`src/rtl/plic_target_arbiter.sv`:
```
// PLIC target arbiter: sequential one-source-per-cycle scan selecting, per target,
// the highest-priority pending and enabled source, with claim-hazard suppression.
module plic_target_arbiter #(
  parameter int PLIC_SOURCE_COUNT   = 8,
  parameter int PLIC_TARGET_COUNT   = 2,
  parameter int PLIC_SOURCE_WIDTH   = 4,
  parameter int PLIC_PRIORITY_WIDTH = 3
) (
  input  logic                                                   clk,
  input  logic                                                   rst,
  input  logic [PLIC_SOURCE_COUNT-1:0]                           irq_pending_i,
  input  logic [PLIC_SOURCE_COUNT-1:0][PLIC_PRIORITY_WIDTH-1:0]  irq_priority_i,
  input  logic [PLIC_TARGET_COUNT-1:0][PLIC_SOURCE_COUNT-1:0]    irq_enable_i,
  input  logic [PLIC_TARGET_COUNT-1:0][PLIC_PRIORITY_WIDTH-1:0]  threshold_i,
  input  logic [PLIC_TARGET_COUNT-1:0]                           claim_req_i,
  output logic [PLIC_TARGET_COUNT-1:0][PLIC_SOURCE_WIDTH-1:0]    claim_idx_o,
  output logic [PLIC_TARGET_COUNT-1:0]                           irq_target_o
);

  localparam int SCAN_W = (PLIC_SOURCE_COUNT > 1) ? $clog2(PLIC_SOURCE_COUNT) : 1;
  localparam logic [SCAN_W-1:0] SCAN_LAST = SCAN_W'(PLIC_SOURCE_COUNT - 1);

  logic [SCAN_W-1:0] scan_q, scan_d;
  logic [PLIC_TARGET_COUNT-1:0][PLIC_SOURCE_WIDTH-1:0]   best_id_q, best_id_d;
  logic [PLIC_TARGET_COUNT-1:0][PLIC_PRIORITY_WIDTH-1:0] best_prio_q, best_prio_d;
  logic [PLIC_TARGET_COUNT-1:0][PLIC_SOURCE_WIDTH-1:0]   claim_idx_q, claim_idx_d;
  logic [PLIC_TARGET_COUNT-1:0]                          irq_q, irq_d;
  logic [PLIC_TARGET_COUNT-1:0]                          dirty_q, dirty_d;

  logic                                                  last_s;
  logic [PLIC_SOURCE_WIDTH-1:0]                          cur_id_s;
  logic [PLIC_PRIORITY_WIDTH-1:0]                        cur_prio_s;
  logic [PLIC_TARGET_COUNT-1:0]                          take_s;
  logic [PLIC_TARGET_COUNT-1:0][PLIC_SOURCE_WIDTH-1:0]   acc_id_s;
  logic [PLIC_TARGET_COUNT-1:0][PLIC_PRIORITY_WIDTH-1:0] acc_prio_s;

  assign last_s     = (scan_q == SCAN_LAST);
  assign cur_id_s   = PLIC_SOURCE_WIDTH'(scan_q) + PLIC_SOURCE_WIDTH'(1);
  assign cur_prio_s = irq_priority_i[scan_q];

  always_comb begin
    scan_d = last_s ? '0 : scan_q + SCAN_W'(1);
  end

  // Accumulator including this cycle's candidate; strict '>' keeps the lowest ID on ties.
  always_comb begin
    for (int t = 0; t < PLIC_TARGET_COUNT; t++) begin
      take_s[t] = irq_pending_i[scan_q] & irq_enable_i[t][scan_q] &
                  (cur_prio_s != '0) & (cur_prio_s > best_prio_q[t]);
      if (take_s[t]) begin
        acc_id_s[t]   = cur_id_s;
        acc_prio_s[t] = cur_prio_s;
      end else begin
        acc_id_s[t]   = best_id_q[t];
        acc_prio_s[t] = best_prio_q[t];
      end
    end
  end

  always_comb begin
    best_id_d   = best_id_q;
    best_prio_d = best_prio_q;
    claim_idx_d = claim_idx_q;
    irq_d       = irq_q;
    dirty_d     = dirty_q;
    for (int t = 0; t < PLIC_TARGET_COUNT; t++) begin
      if (claim_req_i[t]) begin
        // Claimed source is still pending this cycle, so the running scan is stale.
        best_id_d[t]   = '0;
        best_prio_d[t] = '0;
        claim_idx_d[t] = '0;
        irq_d[t]       = 1'b0;
        dirty_d[t]     = 1'b1;
      end else if (last_s) begin
        best_id_d[t]   = '0;
        best_prio_d[t] = '0;
        if (dirty_q[t]) begin
          dirty_d[t] = 1'b0;
        end else if (acc_prio_s[t] > threshold_i[t]) begin
          claim_idx_d[t] = acc_id_s[t];
          irq_d[t]       = 1'b1;
        end else begin
          claim_idx_d[t] = '0;
          irq_d[t]       = 1'b0;
        end
      end else begin
        best_id_d[t]   = acc_id_s[t];
        best_prio_d[t] = acc_prio_s[t];
      end
    end
  end

  always_ff @(posedge clk or posedge rst) begin
    if (rst) begin
      scan_q      <= '0;
      best_id_q   <= '0;
      best_prio_q <= '0;
      claim_idx_q <= '0;
      irq_q       <= '0;
      dirty_q     <= '0;
    end else begin
      scan_q      <= scan_d;
      best_id_q   <= best_id_d;
      best_prio_q <= best_prio_d;
      claim_idx_q <= claim_idx_d;
      irq_q       <= irq_d;
      dirty_q     <= dirty_d;
    end
  end

  assign claim_idx_o  = claim_idx_q;
  assign irq_target_o = irq_q;

endmodule

```
`config.mk`:
```
export PLATFORM = sky130hd
export DESIGN_NAME = plic_target_arbiter
export DESIGN_NICKNAME = d
export VERILOG_FILES = /design/src/rtl/plic_target_arbiter.sv
export SDC_FILE = /design/constraint.sdc
export NUM_CORES = 1
export LEC_CHECK = 0
export ABC_AREA = 1
export CAP_MARGIN = 0
export CORE_ASPECT_RATIO = 0.9
export CORE_MARGIN = 8
export CORE_UTILIZATION = 47
export CTS_CLUSTER_SIZE = 8
export DETAILED_ROUTE_END_ITERATION = 10
export PLACE_DENSITY_LB_ADDON = 0.3
export SETUP_SLACK_MARGIN = 0.15
export SYNTH_ARGS = -nofsm -noshare
export SYNTH_HDL_FRONTEND = slang
export SYNTH_SLANG_ARGS = --single-unit
```
`constraint.sdc`:
```
create_clock -name clk -period 4.2 [get_ports clk]
set_clock_uncertainty 0.05 [all_clocks]
set_input_delay 0.63 -clock clk [delete_from_list [all_inputs] [get_ports clk]]
set_output_delay 0.63 -clock clk [all_outputs]
set_load 0.005 [all_outputs]
```
==> results.md <==
* Status: completed
* Worst Path Required at 4310 ps
* Synth warn at 0
* Residual DRC count at 0
* Fmax at 284 MHz
* Starting density of the core at approximately half
* Via density at 4.74
* Metal3 WL at 287 µm
* Leak at between 1.5 and 2 nW
* Syn Area/Cell at 6.46 µm²
* Reg clk slew, reported paths at ~60 ps
* Worst skew pair latency at 280 ps
* Layout cell share with drive strength beyond 1 at 5.49%
* Num rows at 23
* Startpoint types: flop
* Num CTS Buffers at 5
* Clock Tree Buf Depth at 2
* Tot GR Track Use at 17.1%
* Part of the cycle the worst path needs at 84.0%
* Final setup violation count at 0
* # H-tree levels at 2
* Worst Setup SP: scan_q[0]
* Min-delay worst type: flop to flop
* Commonest cells after routing, fill and taps aside: 113 x nand2_1, 67 x clkdlybuf4s50_1, 60 x inv_1
* Die area at 6980 µm²
* Post_cts resized at 0
* VDD IR-drop max at 0.000159 V
* Routability Congestion at around 0.84
* Core area at 4430 µm²
* Post-DP HPWL at 4.50 mm
* CTS tree: built
* Design area at 2970 µm²
* First-pass GRT wire length at between 9 and 10 mm
* Num Clock Sinks at 29
* Final Hold Viols at 0
* Vias at 2193
* Most common cell after layout, fill and taps aside: nand2_1
* MaxCap Viol Count at 0
* Setup WS post-layout at 673 ps
* Area of the multi-input gates at 1130 µm²
* Worst slack at placement at 435 ps
* Fin Setup TNS at 0 ps
* Syn_nets at a little over 400
* Antenna violations before repair at 0
* Setup Buffers After CTS at 0
* Number of fill cells at between 300 and 400
* Cell count after synthesis at 332
* Antenna viol nets, final at 0
* Mapped cell area at 2140 µm²
* CP Data Arrival Time at 3640 ps
* Ant diodes at 0
* Critical path capture point type: flop
* Largest net degree at the start of global routing at 30
* Number of unique standard cell types used by synthesis at 18
* Seq/Total Area, Yosys at 33.9%
* Highest metal used: met4
* Die Span Y at 80.1 µm
* Num ports at 68
* Layout area overhead at 38.4%
* Slew headroom at a little over a quarter
* Max-slew violations at 0
* Iter 0 DRT Violations at 92
* WL met1 at between 2 and 3 mm
* Vias in the first global route at approximately 2100
* Sequential Area at 726 µm²
* CTS Hold Buffers Added at 0
* Clk root buf: clkbuf_8
* RSZ-0062 raised after global routing: no
* DR WL met2 at 2.74 mm
* Width of the die at ~87 µm
* Gr ovfl total at 0
* Placed Area at 2860 µm²
* Core Util, Final at between 60% and 70%
* Wirelength per Cell at 12.2 µm
* Port Buf Inserts at 67
* Post-synth top area cell: dfrtp_1
* Top-area cell type share of the netlist area at roughly a third
* Worst Tran Pin Value at about 1100 ps
* Drt first pass iters at 4
* Min Clock Period, post-route at 3530 ps
* Final WL at 5.65 mm
* CP max FO at 22
* Nets at 472
* Cell area power density at ~240 nW/µm²
* Top cells by area, synth: dfrtp_1 34%, nand2_1 20%, nand3_1 13%
* Total power at 0.707 mW
* Type of the worst setup path: flop to flop
* Hold Path Origin: claim_idx_o[0]
* Reg-to-reg startpoint: scan_q[0]
* Seq cells post-synth at 29
[metrics by stage]
stage | hold slack (ps) | std cells
3_5_place_dp | 416 | 455
3_3_place_gp | 419 | 455
2_1_floorplan | 423 | 332
5_1_grt | 444 | 463
6_report | 429 | 463
4_1_cts | 432 | 463
[report_power, final]
group	leakage, nW	internal (mW)	switching, mW
Clock	0.0542	0.148	0.106
Combinational	1.18	0.0865	0.0734
Sequential	0.389	0.289	0.00376
Total	1.63	0.524	0.183
[sequential cells by signal, summed over array words and instances, names as in the netlist]
signal,flops
scan_q,3
claim_idx_o,8
best_id_q,8
best_prio_q,6
dirty_q,2
irq_target_o,2
[cell usage after synthesis (all sizes together)]
| master | instances |
|---|---|
| dfrtp | 29 |
| ha | 14 |
| inv | 62 |
| nand2 | 119 |
| o21ai | 6 |
| and2 | 1 |
| o21a | 2 |
| nor2 | 27 |
| buf | 9 |
| nand4 | 2 |
| a21oi | 5 |
| nand3 | 56 |
[layer usage]
layer / up-vias / track usage (%)
li1: 1156 / -
met4: 0 / 4.97
met3: 8 / 4.08
met5: - / 0
met2: 47 / 29.3
met1: 982 / 21.0
[final timing paths]
path / end / cells after the start / slack (ps)
setup reg to reg: claim_idx_o[5] / 23 / 670
min in group asynchronous: claim_idx_o[3] / 2 / 870
max in group asynchronous: best_prio_q[5] / 2 / 2560
hold / removal: claim_idx_o[0] / 2 / 430
hold reg to reg: claim_idx_o[0] / 2 / 430
setup / recovery: claim_idx_o[5] / 23 / 670
[critical path: stages, from the launching register on]
cell	delay (ps)
dfrtp_1	470
inv_2	320
nand2_1	80
nand3_1	100
nand3_1	100
nand2_2	150
inv_1	80
ha_1	310
nand2_1	60
nor2_1	80
o21a_1	110
nand3_1	110
nor2_4	190
nand2_2	140
nand2_1	80
nand2_1	70
inv_1	60
ha_1	240
a21oi_1	150
o21ai_0	100
nand4_1	100
inv_1	90
nand3_1	90
nand2_1	60
[cells by family (layout without fill, tap and decap cells)]
| kind of cell | Yosys count | count (layout) | share of synthesized area (%) |
|---|---|---|---|
| AO/OA/AOI/OAI | 13 | 13 | 3.27 |
| adder cells (fa/ha/maj) | 14 | 14 | 8.17 |
| buffers and inverters | 71 | 140 | 13.2 |
| flip-flops | 29 | 29 | 33.9 |
| AND/OR/NAND/NOR | 205 | 205 | 41.5 |
[area by class of cell]
type                       count  share of cell area (%)
tap                           62                    2.62
timing repair buffer          70                    23.4
clock inverter                 1                   0.169
clock buffer                   7                    3.25
sequential                    29                    24.5
multi-input combinational    232                    38.3
inverter                      62                    7.85
No activity file was read; power rests on OpenSTA's default activity.
